### src/rtl/game_fsm_if.sv
// Pin bundle for the pong game controller.
// Master drives button/point inputs; slave (the FSM) drives state/scores.
interface game_fsm_if;
  logic       btnC;
  logic       player_1_point;
  logic       player_2_point;
  logic [3:0] state;
  logic [3:0] score_1;
  logic [3:0] score_2;
  logic [1:0] winner;

  modport master (
    output btnC, player_1_point, player_2_point,
    input  state, score_1, score_2, winner
  );

  modport slave (
    input  btnC, player_1_point, player_2_point,
    output state, score_1, score_2, winner
  );
endinterface

### src/rtl/game_fsm.sv
// Pong game controller: serve sync, scoring, win detection.
// Optional AUTO_SERVE_EN adds a timed auto-serve out of NEW_BALL.
module game_fsm #(
  parameter int WIN_SCORE   = 7,
  parameter int SERVE_DELAY = 50000000
) (
  input  logic   clk,
  input  logic   reset,
  game_fsm_if.slave bus
);

  typedef enum logic [3:0] {
    NEW_GAME  = 4'b0001,
    PLAY      = 4'b0010,
    NEW_BALL  = 4'b0100,
    GAME_OVER = 4'b1000
  } state_e;

  localparam logic [3:0] WIN_M1 = 4'(WIN_SCORE - 1);

  if (WIN_SCORE < 1 || WIN_SCORE > 15) begin : g_bad_win
    $error("WIN_SCORE out of range");
  end
  if (SERVE_DELAY < 1 || SERVE_DELAY > 134217727) begin : g_bad_dly
    $error("SERVE_DELAY out of range");
  end

  state_e     state_q, state_d;
  logic [3:0] s1_q, s1_d;
  logic [3:0] s2_q, s2_d;
  logic [1:0] win_q, win_d;

  // sync_q[0..1]: two-flop synchronizer, sync_q[2]: edge history
  logic [2:0] sync_q;
  logic [1:0] vld_q;
  logic       arm_q;
  logic       serve;

  // Synchronize btnC; arm only after a post-reset low is seen
  always_ff @(posedge clk or negedge reset) begin
    if (!reset) begin
      sync_q <= '0;
      vld_q  <= '0;
      arm_q  <= 1'b0;
    end else begin
      sync_q <= {sync_q[1:0], bus.btnC};
      vld_q  <= {vld_q[0], 1'b1};
      if (vld_q[1] && !sync_q[1])
        arm_q <= 1'b1;
    end
  end

  assign serve = sync_q[1] & ~sync_q[2] & arm_q;

`ifdef AUTO_SERVE_EN
  localparam logic [26:0] LAST = 27'(SERVE_DELAY - 1);
  logic [26:0] cnt_q, cnt_d;

  // Serve counter: zero on NEW_BALL entry, count while inside
  always_comb begin
    cnt_d = cnt_q;
    if (state_d == NEW_BALL && state_q != NEW_BALL)
      cnt_d = '0;
    else if (state_q == NEW_BALL)
      cnt_d = cnt_q + 27'd1;
  end

  // Serve counter register
  always_ff @(posedge clk or negedge reset) begin
    if (!reset) cnt_q <= '0;
    else        cnt_q <= cnt_d;
  end
`endif

  // Next state, scores and winner
  always_comb begin
    state_d = state_q;
    s1_d    = s1_q;
    s2_d    = s2_q;
    win_d   = win_q;
    case (state_q)
      NEW_GAME: begin
        s1_d  = '0;
        s2_d  = '0;
        win_d = '0;
        if (serve) state_d = PLAY;
      end
      PLAY: begin
        if (bus.player_1_point) begin
          s1_d = s1_q + 4'd1;
          if (s1_q == WIN_M1) begin
            state_d = GAME_OVER;
            win_d   = 2'b01;
          end else begin
            state_d = NEW_BALL;
          end
        end else if (bus.player_2_point) begin
          s2_d = s2_q + 4'd1;
          if (s2_q == WIN_M1) begin
            state_d = GAME_OVER;
            win_d   = 2'b10;
          end else begin
            state_d = NEW_BALL;
          end
        end
      end
      NEW_BALL: begin
`ifdef AUTO_SERVE_EN
        if (serve || cnt_q == LAST) state_d = PLAY;
`else
        if (serve) state_d = PLAY;
`endif
      end
      GAME_OVER: begin
        if (serve) begin
          state_d = NEW_GAME;
          s1_d    = '0;
          s2_d    = '0;
          win_d   = '0;
        end
      end
      default: begin
        state_d = NEW_GAME;
        s1_d    = '0;
        s2_d    = '0;
        win_d   = '0;
      end
    endcase
  end

  // State and score registers
  always_ff @(posedge clk or negedge reset) begin
    if (!reset) begin
      state_q <= NEW_GAME;
      s1_q    <= '0;
      s2_q    <= '0;
      win_q   <= '0;
    end else begin
      state_q <= state_d;
      s1_q    <= s1_d;
      s2_q    <= s2_d;
      win_q   <= win_d;
    end
  end

  assign bus.state   = state_q;
  assign bus.score_1 = s1_q;
  assign bus.score_2 = s2_q;
  assign bus.winner  = win_q;

endmodule

### src/flat_wrapper.sv
// flat-port wrapper written by rule: the top's interface ports become plain ports
module game_fsm_flat 
#(
  parameter int WIN_SCORE   = 7,
  parameter int SERVE_DELAY = 50000000
)
  (clk, reset, bus_btnC, bus_player_1_point, bus_player_2_point, bus_state, bus_score_1, bus_score_2, bus_winner);
  game_fsm_if bus_i ();
  input  logic clk;
  input  logic reset;
  input wire logic [$bits(bus_i.btnC)-1:0] bus_btnC;
  input wire logic [$bits(bus_i.player_1_point)-1:0] bus_player_1_point;
  input wire logic [$bits(bus_i.player_2_point)-1:0] bus_player_2_point;
  output wire logic [$bits(bus_i.state)-1:0] bus_state;
  output wire logic [$bits(bus_i.score_1)-1:0] bus_score_1;
  output wire logic [$bits(bus_i.score_2)-1:0] bus_score_2;
  output wire logic [$bits(bus_i.winner)-1:0] bus_winner;
  assign bus_i.btnC = bus_btnC;
  assign bus_i.player_1_point = bus_player_1_point;
  assign bus_i.player_2_point = bus_player_2_point;
  assign bus_state = bus_i.state;
  assign bus_score_1 = bus_i.score_1;
  assign bus_score_2 = bus_i.score_2;
  assign bus_winner = bus_i.winner;
  game_fsm #(.WIN_SCORE(WIN_SCORE), .SERVE_DELAY(SERVE_DELAY)) u_core (.clk(clk), .reset(reset), .bus(bus_i));
endmodule
### config.mk
export PLATFORM = sky130hd
export DESIGN_NAME = game_fsm_flat
export DESIGN_NICKNAME = d
export VERILOG_FILES = /design/src/rtl/game_fsm_if.sv /design/src/rtl/game_fsm.sv /design/src/flat_wrapper.sv
export SDC_FILE = /design/constraint.sdc
export NUM_CORES = 1
export LEC_CHECK = 0
export ABC_AREA = 1
export CAP_MARGIN = 20
export CELL_PAD_IN_SITES_DETAIL_PLACEMENT = 2
export CELL_PAD_IN_SITES_GLOBAL_PLACEMENT = 2
export CORE_ASPECT_RATIO = 0.6
export CORE_MARGIN = 5
export CORE_UTILIZATION = 29
export CTS_CLUSTER_SIZE = 12
export DETAILED_ROUTE_END_ITERATION = 8
export GPL_ROUTABILITY_DRIVEN = 0
export GPL_TIMING_DRIVEN = 0
export HOLD_SLACK_MARGIN = 0.06
export PLACE_DENSITY_LB_ADDON = 0.1
export SYNTH_ARGS = -nofsm -noshare
export SYNTH_HDL_FRONTEND = slang
export SYNTH_SLANG_ARGS = --single-unit
### constraint.sdc
create_clock -name clk -period 1.45 [get_ports clk]
set_input_delay 0.2175 -clock clk [delete_from_list [all_inputs] [get_ports clk]]
set_output_delay 0.2175 -clock clk [all_outputs]
set_load 0.02 [all_outputs]
Word level (Yosys, flattened, before mapping). Index checks and enable logic that the tools add are counted.

Logic and storage cells: 53. Output and inout port bits: 14. Bits in registers: 20. Bits of input ports: 5.

Reduce and logical (&&, ||, !) cells: 7. Equality and inequality tests: 14. Muxes and demuxes: 19. Bitwise operators: 4. $add $sub $neg: 2.

Operators by type and width (number): 4-bit 2-to-1 mux (10); 4-bit one-hot mux with 3 select lines (3); 4-bit by 3-bit equality test with 1-bit output, second input constant (3); 2-bit 2-to-1 mux (5); 4-bit by 1-bit adder with 4-bit output, second input constant (2); 2-bit inequality test, second input constant (3); 3-bit by 2-bit inequality test with 1-bit output, second input constant (2); 2-bit one-hot mux with 3 select lines (1); 3-bit AND reduction (2); 5-bit AND reduction (1); 4-bit by 1-bit equality test with 1-bit output, second input constant (1); 4-bit by 2-bit equality test with 1-bit output, second input constant (1); 4-bit equality test, second input constant (1); 2-bit by 1-bit inequality test with 1-bit output, second input constant (2); 4-bit AND reduction (1); 3-bit inequality test, second input constant (1); 1-bit bitwise AND (2); 1-bit inverter (2); 2-bit OR reduction (1); 1-bit logical AND (1); 1-bit zero test (1).

Depth between registers and ports, before layout.
Depth in word-level cells: 5. Depth in mapped cells: 10. Depth with buffers taken out: 10.

Worst setup path before layout. Ideal clock, no wire load.

Path kind: register to register. Start: register u_core.s1_q[0], in the netlist u_core.bus.score_1[0]. End: register u_core.win_q[0], in the netlist u_core.bus.winner[0]. Buffers on the path: 0. Path slack: 0.081 ns. Clock period less this slack: 1.369 ns. Arrival time: 1.246 ns. Library setup time: 0.123 ns. Cell stages (with the launch flop): 11. Required time: 1.327 ns. Path through: dfrtp_1 -> inv_1 -> ha_1 -> inv_1 -> nor2_1 -> nand2_1 -> nand2_1 -> nor2_4 -> nor2_1 -> nand2_1 -> nand2_1.

Cells in the longest elaborated chain, start to end: 3.

Ends and longest elaborated chain: start: declaration (RTL line game_fsm.sv:29) `logic [3:0] s1_q, s1_d;`; start signal: assignment (RTL line game_fsm.sv:135) `s1_q <= '0;`; start signal: assignment (RTL line game_fsm.sv:140) `s1_q <= s1_d;`; 4-bit by 3-bit equality test with 1-bit output (RTL line game_fsm.sv:91) `if (s1_q == WIN_M1) begin`; 3-bit by 2-bit inequality test with 1-bit output (no source line); 5-bit AND reduction (no source line); end signal: assignment (RTL line game_fsm.sv:142) `win_q <= win_d;`; end: declaration (RTL line game_fsm.sv:31) `logic [1:0] win_q, win_d;`.

Every way passes these cells. A chain may end at the register's enable or synchronous reset.

Worst setup path after layout.
Start: register u_core.state_q[0], in the netlist u_core.bus.state[0]. End: register u_core.s2_q[0], in the netlist u_core.bus.score_2[0].

Cells in the longest elaborated chain, start to end: 3. Elaborated cells between the ends (all ways): 9. Classes of those cells: eq/ne (6); mux (1); bitwise (1); reduce/logical (1).

Ends and longest elaborated chain: start: declaration (RTL line game_fsm.sv:28) `state_e state_q, state_d;`; start signal: assignment (RTL line game_fsm.sv:139) `state_q <= state_d;`; 4-bit by 2-bit equality test with 1-bit output, or another cell as far along (RTL line game_fsm.sv:81) `case (state_q)`; 2-bit inequality test (no source line), or another cell as far along; 4-bit AND reduction (no source line); end signal: assignment (RTL line game_fsm.sv:136) `s2_q <= '0;`; end signal: assignment (RTL line game_fsm.sv:141) `s2_q <= s2_d;`; end: declaration (RTL line game_fsm.sv:30) `logic [3:0] s2_q, s2_d;`.

Several ways; a longest one is shown, not always the timed one.

==> impl_metrics.toml <==
[clock_tree]
clockBufferDepth = 2
cts_sinks = 20
ctsHtreeMaxLevel = 1
cts_hold_buf = 0
clock_latency_ns = 0.26
clockRootBuffer = "clkbuf_8"
numCtsBuffers = 3
cts_tree = "done"
clkTransAtPathRegs_ns = 0.09

[yosys]
ys_seq_area_share_pct = 47.0
netlist_instances = 134
synth_area_um2 = 1070
synth_top_area_share_pct = 44.5
syn_area_per_cell_um2 = 7.96
yosysWarnings = 0
synth_seq_cells = 20
yosys.area.top_type = "dfrtp_1"
synth.distinct_cells = 21
synthesis.nets = 143
synthTopCellsByArea = "dfrtp_1 45%, nand2_1 12%, inv_1 7.4%"

[worst_hold_path]
hold_class = "reg -> reg"

[worst_setup_path]
critPathLaunchType = "register"
arrival_ns = 1.58
cp-end-kind = "register"
critPathMaxFanout = 6
path_class = "reg -> reg"
crit_required_ns = 1.62

[finish]
seq_area_um2 = 507
synthToLayoutAreaGrowth_pct = 38.0
n_antenna_cell = 0
fillCellCount = 419
drive_above_1_share_pct = 24.2
final_nets = 171
multi_input_area_um2 = 542

[pwr]
power_mw = 2.35
irDropWorstVdd_uv = 684
cellPowerDensity_nw_per_um2 = 1600
p_leak_nw = 0.813

[sta]
grt_setup_unrepaired = "yes"
post-route-min-period_ns = 1.40
timing.final.ws_setup_ns = 0.0459
fin_skew_ns = 0.00826
max_slew_margin_pct = 36.7
maxSlewViolCount = 0
setup_tns_ns = 0
hold_ws_ns = 0.355
finalCritPeriodShare_pct = 96.8
final_hold_viol_count = 0
worstMarginPinSlew_ns = 0.946
fmax_mhz = 712
setup_viol = 0

[global_routing]
grt_use_total_pct = 13.3
gr-total-overflow = 0
grt_pass1_vias = 1012
grt_pass1_wl_mm = 5.20
antenna_found_initial = 0
grt_max_degree = 21

[routing]
wire_per_inst_um = 15.7
first_pass_iters = 4
vias_per_cell = 4.54
dr.first_iter.drc_count = 25
drc_errors = 0
drt-total-wl_mm = 3.27
num_vias = 945
ant_nets = 0

[floorplanning]
fp.dieH_um = 57.0
die_area_um2 = 5030
num_rows = 17
fp.dieW_um = 88.3
io_pins = 19
initial_utilization_pct = 29.5
core_area_um2 = 3620

[outcome]
status = "finished clean"

[placement]
preCtsSetupSlack_ns = -0.120
hpwl_mm = 2.37
io_buffers = 18

[run]
maxCapViolations = 0
-- routing by layer --
| metal | track usage, % | up-vias | wire length (um) |
|---|---|---|---|
| li1 | - | 466 | - |
| met1 | 20.0 | 466 | 1660 |
| met2 | 19.9 | 11 | 1510 |
| met3 | 3.46 | 2 | 88 |
| met4 | 1.29 | 0 | 12 |
| met5 | 0 | - | 0 |
-- through the flow --
stage	instances	utilization, %	instance area, um^2
finish	208	40.7	1470
global route	208	40.7	1470
CTS	203	38.0	1370
detailed placement	199	36.1	1310
global placement	199	36.1	1310
floorplan	134	-	1070
-- cell type report --
cell class                      instances  area share [%]
Multi-Input combinational cell         92            36.8
Inverter                               21            5.35
Buffer                                  1           0.765
Sequential cell                        20            34.4
Timing Repair Buffer                   23            13.8
Clock inverter                          1            2.04
Clock buffer                            3            2.80
Tap cell                               47            3.99
-- cells in the mapped netlist --
| master | instances |
|---|---|
| xor2_1 | 1 |
| o21bai_1 | 3 |
| nand2_2 | 2 |
| nor2_4 | 1 |
| inv_1 | 21 |
| nand3_2 | 2 |
| o21ai_0 | 6 |
| dfstp_2 | 1 |
| ha_1 | 4 |
| o31ai_1 | 1 |
| xnor2_1 | 2 |
| nor2_2 | 4 |
| nand2_1 | 35 |
| nand4_1 | 2 |
| conb_1 | 1 |
| nor2_1 | 17 |
| dfrtp_1 | 19 |
| nand3_1 | 9 |
| buf_6 | 1 |
| a21oi_1 | 1 |
| a21oi_2 | 1 |
-- what timing repair did --
item	CTS	global route
endpoints found under the setup margin	16	13
setup buffers	0	5
gates resized for setup	15	25
pin swaps	0	6
-- registers in the layout (all words and copies together), names as in the netlist --
name	cells
u_core.arm_q	1
u_core.bus.score_1	4
u_core.bus.score_2	4
u_core.bus.state	4
u_core.bus.winner	2
u_core.sync_q	3
u_core.vld_q	2
-- layout by cell type, fill, tap and decap left out, types with 2 or more instances in the layout --
| master | netlist | final |
|---|---|---|
| nand2_1 | 35 | 32 |
| inv_1 | 21 | 19 |
| nor2_1 | 17 | 15 |
| dfrtp_1 | 19 | 15 |
| dlygate4sd2_1 | 0 | 11 |
| nand3_1 | 9 | 6 |
| nand2_2 | 2 | 5 |
| buf_4 | 0 | 5 |
| nor2_4 | 1 | 4 |
| nand3_2 | 2 | 4 |
| o21ai_0 | 6 | 4 |
| clkdlybuf4s50_1 | 0 | 4 |
| dfrtp_2 | 0 | 4 |
| nor2_2 | 4 | 3 |
| clkbuf_8 | 0 | 3 |
| inv_2 | 0 | 2 |
| o21bai_1 | 3 | 2 |
| nand4_1 | 2 | 2 |
| o21ai_1 | 0 | 2 |
| xnor2_1 | 2 | 2 |
| ha_2 | 0 | 2 |
| ha_1 | 4 | 2 |
| dlymetal6s2s_1 | 0 | 2 |
-- cells by family (layout without fill, tap and decap cells) --
family                     after synthesis  after routing  share of synthesized area, %
and+or+nand+nor                         72             72                          30.1
buffers and inverters                   22             49                          8.44
DFF                                     20             20                          47.0
AOI/OAI and AO/OA                       12             12                          6.92
adders and majority gates                4              4                          4.69
xor gates and xnor gates                 3              3                          2.46
other                                    1              1                         0.351
-- critical path: stages (launching register included) --
cell,delay [ns]
dfstp_2,0.62
nor2_2,0.10
nand2_2,0.14
nand2_2,0.10
nor2_4,0.18
nand2_1,0.08
o21ai_0,0.08
-- worst paths after layout --
kind | from | endpoint | slack (ns) | depth (start not counted)
worst max-delay path | u_core.bus.state[0] | u_core.bus.score_2[0] | 0.05 | 6
worst min-delay path | u_core.sync_q[0] | u_core.sync_q[1] | 0.36 | 0
worst max register to register | u_core.bus.state[0] | u_core.bus.score_2[0] | 0.05 | 6
worst min register to register | u_core.sync_q[0] | u_core.sync_q[1] | 0.36 | 0
max in group asynchronous | reset | u_core.bus.state[3] | 0.33 | 1
min in group asynchronous | reset | u_core.bus.score_1[0] | 0.47 | 1
-- report_power, final --
part           internal [mW]  total (mW)  switching [mW]  leakage (nW)
clock network          0.369       0.577           0.209        0.0357
registers              0.654       0.762           0.108         0.250
logic                  0.371        1.02           0.645         0.528
total                   1.39        2.35           0.961         0.813
No activity file was read; power rests on OpenSTA's default activity.
==> edit 1, RTL diff (same flow settings) <==
Add a define of `AUTO_SERVE_EN`.
--- a/src/rtl/game_fsm.sv
+++ b/src/rtl/game_fsm.sv
@@ -1,5 +1,7 @@
 // Pong game controller: serve sync, scoring, win detection.
 // Optional AUTO_SERVE_EN adds a timed auto-serve out of NEW_BALL.
+`define AUTO_SERVE_EN
+
 module game_fsm #(
   parameter int WIN_SCORE   = 7,
   parameter int SERVE_DELAY = 50000000
Check against the original RTL: no difference found for any inputs over 10 cycles, from zero or initial values and one cycle with reset low; that may be too few to reach the edited logic, so the function may still have changed.
==> edit 1 against the original RTL <==
  * The run now ends with setup timing left
  * Synthesized cell count grew to 2.9 times the old value
  * Setup slack got worse by 390 ps
  * Total power grew to 2.7 times the old value
  * Sequential share of layout area down 8.5 points
  * Final area grew to 3.1 times the old value
  * Sequential cell count is 27 higher
  * Routed wire length rose to 4.6 times the old value
  * Synthesized area grew to 2.7 times the old value
  * First-iteration DRC count grew to 6.2 times the old value
  * Clock skew down 3.3 ps
  * Global-route usage rose by 9.1 points
  * Critical path type unchanged
  * Largest cell class unchanged
  * Largest power group unchanged
==> edit 1: results (changes against the original RTL) <==
- Status: finished, violations left
- Violations in the final reports: setup timing
- Clk_lat worst skew: 310 ps (+50 ps)
- Synth top cells by count: nand2_1, nor2_1, inv_1
- Initial drt markers: 156 (+520%)
- GRT Total Usage: 22.5% (+9.1 points)
- Number of CTS-inserted buffers: 5 (+2)
- R2r setup slk: -340 ps (-390 ps)
- LEAKAGE: 2.15 nW (+160%)
- Relative slew margins: 63.1% (+26 points)
- Worst Setup EP: u_core.cnt_q[4]$_DFFE_PN0P_
- Arrival time of the worst setup path: 1990 ps (+410 ps)
- Synth cell types: 34 (+62%)
- Vias in the first global route: 3,383 (+230%)
- Layout cells sized above 1: 42.4% (+18 points)
- Clock Skew: 4.95 ps (-3.31 ps)
- Reg clk slew, reported paths: 70 ps (-20 ps)
- Pin count of the biggest net entering global routing: 28 (+33%)
- Post-layout worst setup margin: -344 ps (-390 ps)
- Via Count: 3,203 (+240%)
- Reg2reg start: u_core.bus.state[0]$_DFF_PN1_
- Worst Hold Class: in2reg
- Setup violators final: 40 (+40)
- VDD IR max: 0.760 mV (+11%)
- Final WL: 15,000 microns (+360%)
-- edit 1: changes by cell type after synthesis, sizes merged, moves of 3 or more --
cell,delta
inv,+29
nand2,+89
o21ai,+11
xor2,+3
nand4,+15
dfrtp,+27
a21oi,+3
nor3,+9
buf,+5
nand3,+24
nor2,+36
-- edit 1: area by class of cell --
class / instances / area share, %
clock buffers: 5 / 2.72
repair buffers: 90 / 18.6
inverters: 50 / 4.62
multi-input cells: 289 / 42.2
clock inverters: 3 / 0.435
flip-flops and latches: 47 / 25.9
well taps: 135 / 3.67
plain buffers: 6 / 1.82
-- edit 1: metal layers --
metal  GRT usage, %  part of all wire [%]
met3           3.48                   3.7
met4           3.95                   2.7
met5              0                     0
met1           31.7                    44
met2           36.9                    49
-- edit 1: repair_timing --
| action | CTS | global route |
|---|---|---|
| endpoints found under the setup margin | 54 | 42 |
| pin swaps | 22 | 31 |
| gates resized for setup | 109 | 72 |
| gates cloned | 2 | 1 |
| endpoints found under the hold margin | 20 | 0 |
| setup buffers | 45 | 24 |
| hold buffers | 1 | 0 |
-- edit 1: logic make-up after synthesis --
logic type | share of synthesized area, %
flip-flops | 41.5
adder cells (fa/ha/maj) | 2.20
AO/OA/AOI/OAI | 5.90
AND/OR/NAND/NOR | 40.4
XOR/XNOR | 1.54
buffers and inverters | 8.41
other | 0.132
-- edit 1: worst min-delay path by stage --
stage,from,to,slack (ps),depth (start not counted)
finish,bus_btnC,u_core.sync_q[0]$_DFF_PN0_,350,1
global route,bus_btnC,u_core.sync_q[0]$_DFF_PN0_,350,1
CTS,u_core.vld_q[0]$_DFF_PN0_,u_core.vld_q[1]$_DFF_PN0_,350,0
detailed placement,reset,u_core.sync_q[1]$_DFF_PN0_,230,1
global placement,u_core.sync_q[0]$_DFF_PN0_,u_core.sync_q[1]$_DFF_PN0_,340,0
floorplan,reset,u_core.arm_q$_DFFE_PN0P_,-80,0
-- edit 1: critical path: cells and delay by family, from the launching register on --
| kind | cells | cell delay [ps] |
|---|---|---|
| simple gates | 4 | 610 |
| flops | 1 | 400 |
| buf+inv | 3 | 390 |
| compound gates | 1 | 270 |
-- edit 1: where the power goes --
part	switching, mW	total, mW	internal, mW
clock	0.592	1.23	0.638
combinational	1.58	2.74	1.16
sequential	0.606	2.31	1.70
-- edit 1: per-stage QoR --
stage                     util (%)  instances  worst slack, ps  hold WS (ps)  TNS, ps
after CTS                     42.7        602             -192           352    -4350
final                         47.5        625             -344           350    -8880
after global placement        33.4        545            -1670           335   -78580
after floorplan                  -        392            -8.14         -78.1    -56.4
after global routing          47.5        625             -419           353   -12070
after detailed placement      33.5        546             -352           230   -10250
==> edit 2, RTL diff (config.mk and constraints unchanged) <==
Without the edit above. Take the reset off `s1_q` and `s2_q` and load them in a clocked block of their own.
--- a/src/rtl/game_fsm.sv
+++ b/src/rtl/game_fsm.sv
@@ -132,15 +132,16 @@
   always_ff @(posedge clk or negedge reset) begin
     if (!reset) begin
       state_q <= NEW_GAME;
-      s1_q    <= '0;
-      s2_q    <= '0;
       win_q   <= '0;
     end else begin
       state_q <= state_d;
-      s1_q    <= s1_d;
-      s2_q    <= s2_d;
       win_q   <= win_d;
     end
+  end
+
+  always_ff @(posedge clk) begin
+    s1_q <= s1_d;
+    s2_q <= s2_d;
   end
 
   assign bus.state   = state_q;
Formal check against the unedited RTL: differs if reset is asserted again (counterexample within 10 cycles, from zero or initial values and one cycle with reset low); with reset held inactive, the same outputs for 10 cycles.
==> edit 2 against the original RTL <==
  * Sequential cell count is the same
  * Total power grew 6.0%
  * Routed wire length shrank 24%
  * Critical path type unchanged
  * Final area shrank 8.4%
  * Largest power group unchanged
  * Synthesized area shrank 8.1%
  * Setup slack lost 8.4 ps
  * Clock power shrank 25%
  * Sequential power grew 23%
==> edit 2: results (changes against the original RTL) <==
- Status: finished clean
- Worst stage delay on the critical path: 570 ps (-50 ps)
- Hold WS: 301 ps (-54.7 ps)
- Number of synthesized flops with an enable pin: 8 (+8)
- Routed length per instance: 13.8 microns (-12%)
- CP Max Fanout: 5 (-1)
- Xor-xnor portion of the synthesized cell area: 1.79% (-0.68 points)
- First-pass GRT wire length: 3820 microns (-27%)
- Clock Skew: 3.19 ps (-5.07 ps)
- Area after DPL: 1220 sq um (-6.6%)
- Synth top cells by count: nand2_1, nor2_1, inv_1
- Period Utilization, post-route: 97.4% (+0.58 points)
- Synth Area in Compound Gates: 5.23% (-1.7 points)
- Vias/cell: 4.40 (-3.2%)
- Post-DP HPWL: 1840 microns (-22%)
- Net count, final: 144 (-16%)
- Arrival time of the worst setup path: 1380 ps (-200 ps)
- Synth cell types: 22 (+4.8%)
- Via Count: 787 (-17%)
- Vias in the first global route: 822 (-19%)
- Async set-or-reset flop fraction in the synthesized netlist: 60.0% (-40 points)
- Worst Hold Class: in2async
- Layout cells sized above 1: 23.1% (-1.1 points)
- GRT Total Usage: 10.9% (-2.4 points)
- Pin count of the biggest net entering global routing: 13 (-38%)
- VDD IR max: 0.689 mV (+0.68%)
[edit 2: routing by layer]
layer  vias up  GRT usage, %  wire [microns]
met5         -             0               0
met4         0          2.37              19
met3         3          4.88             135
met2        14          18.4            1160
met1       383          13.2            1160
li1        387             -               -
[edit 2: cell type report]
type	instances	area, sq um
inverter	14	52.6
timing repair buffer	27	230
buffer	1	15.0
multi-input combinational	68	398
clock buffer	4	55.1
fill	379	1910
sequential	20	542
tap	45	56.3
[edit 2: worst register-to-register path: stages (launching register included)]
cell and delay, ps:
dfstp_2 570, nor2_2 70, nand2_2 140, buf_8 130, a21oi_2 40, nor2_4 170
[edit 2: repair_timing]
item	CTS	global route
pin swaps	0	2
setup buffers	1	8
endpoints found under the setup margin	22	12
gates resized for setup	16	4
[edit 2: where the power goes]
part           internal, mW  leakage, nW  switching, mW
Sequential            0.782        0.240          0.155
Clock                 0.242       0.0288          0.193
Combinational         0.463        0.426          0.662
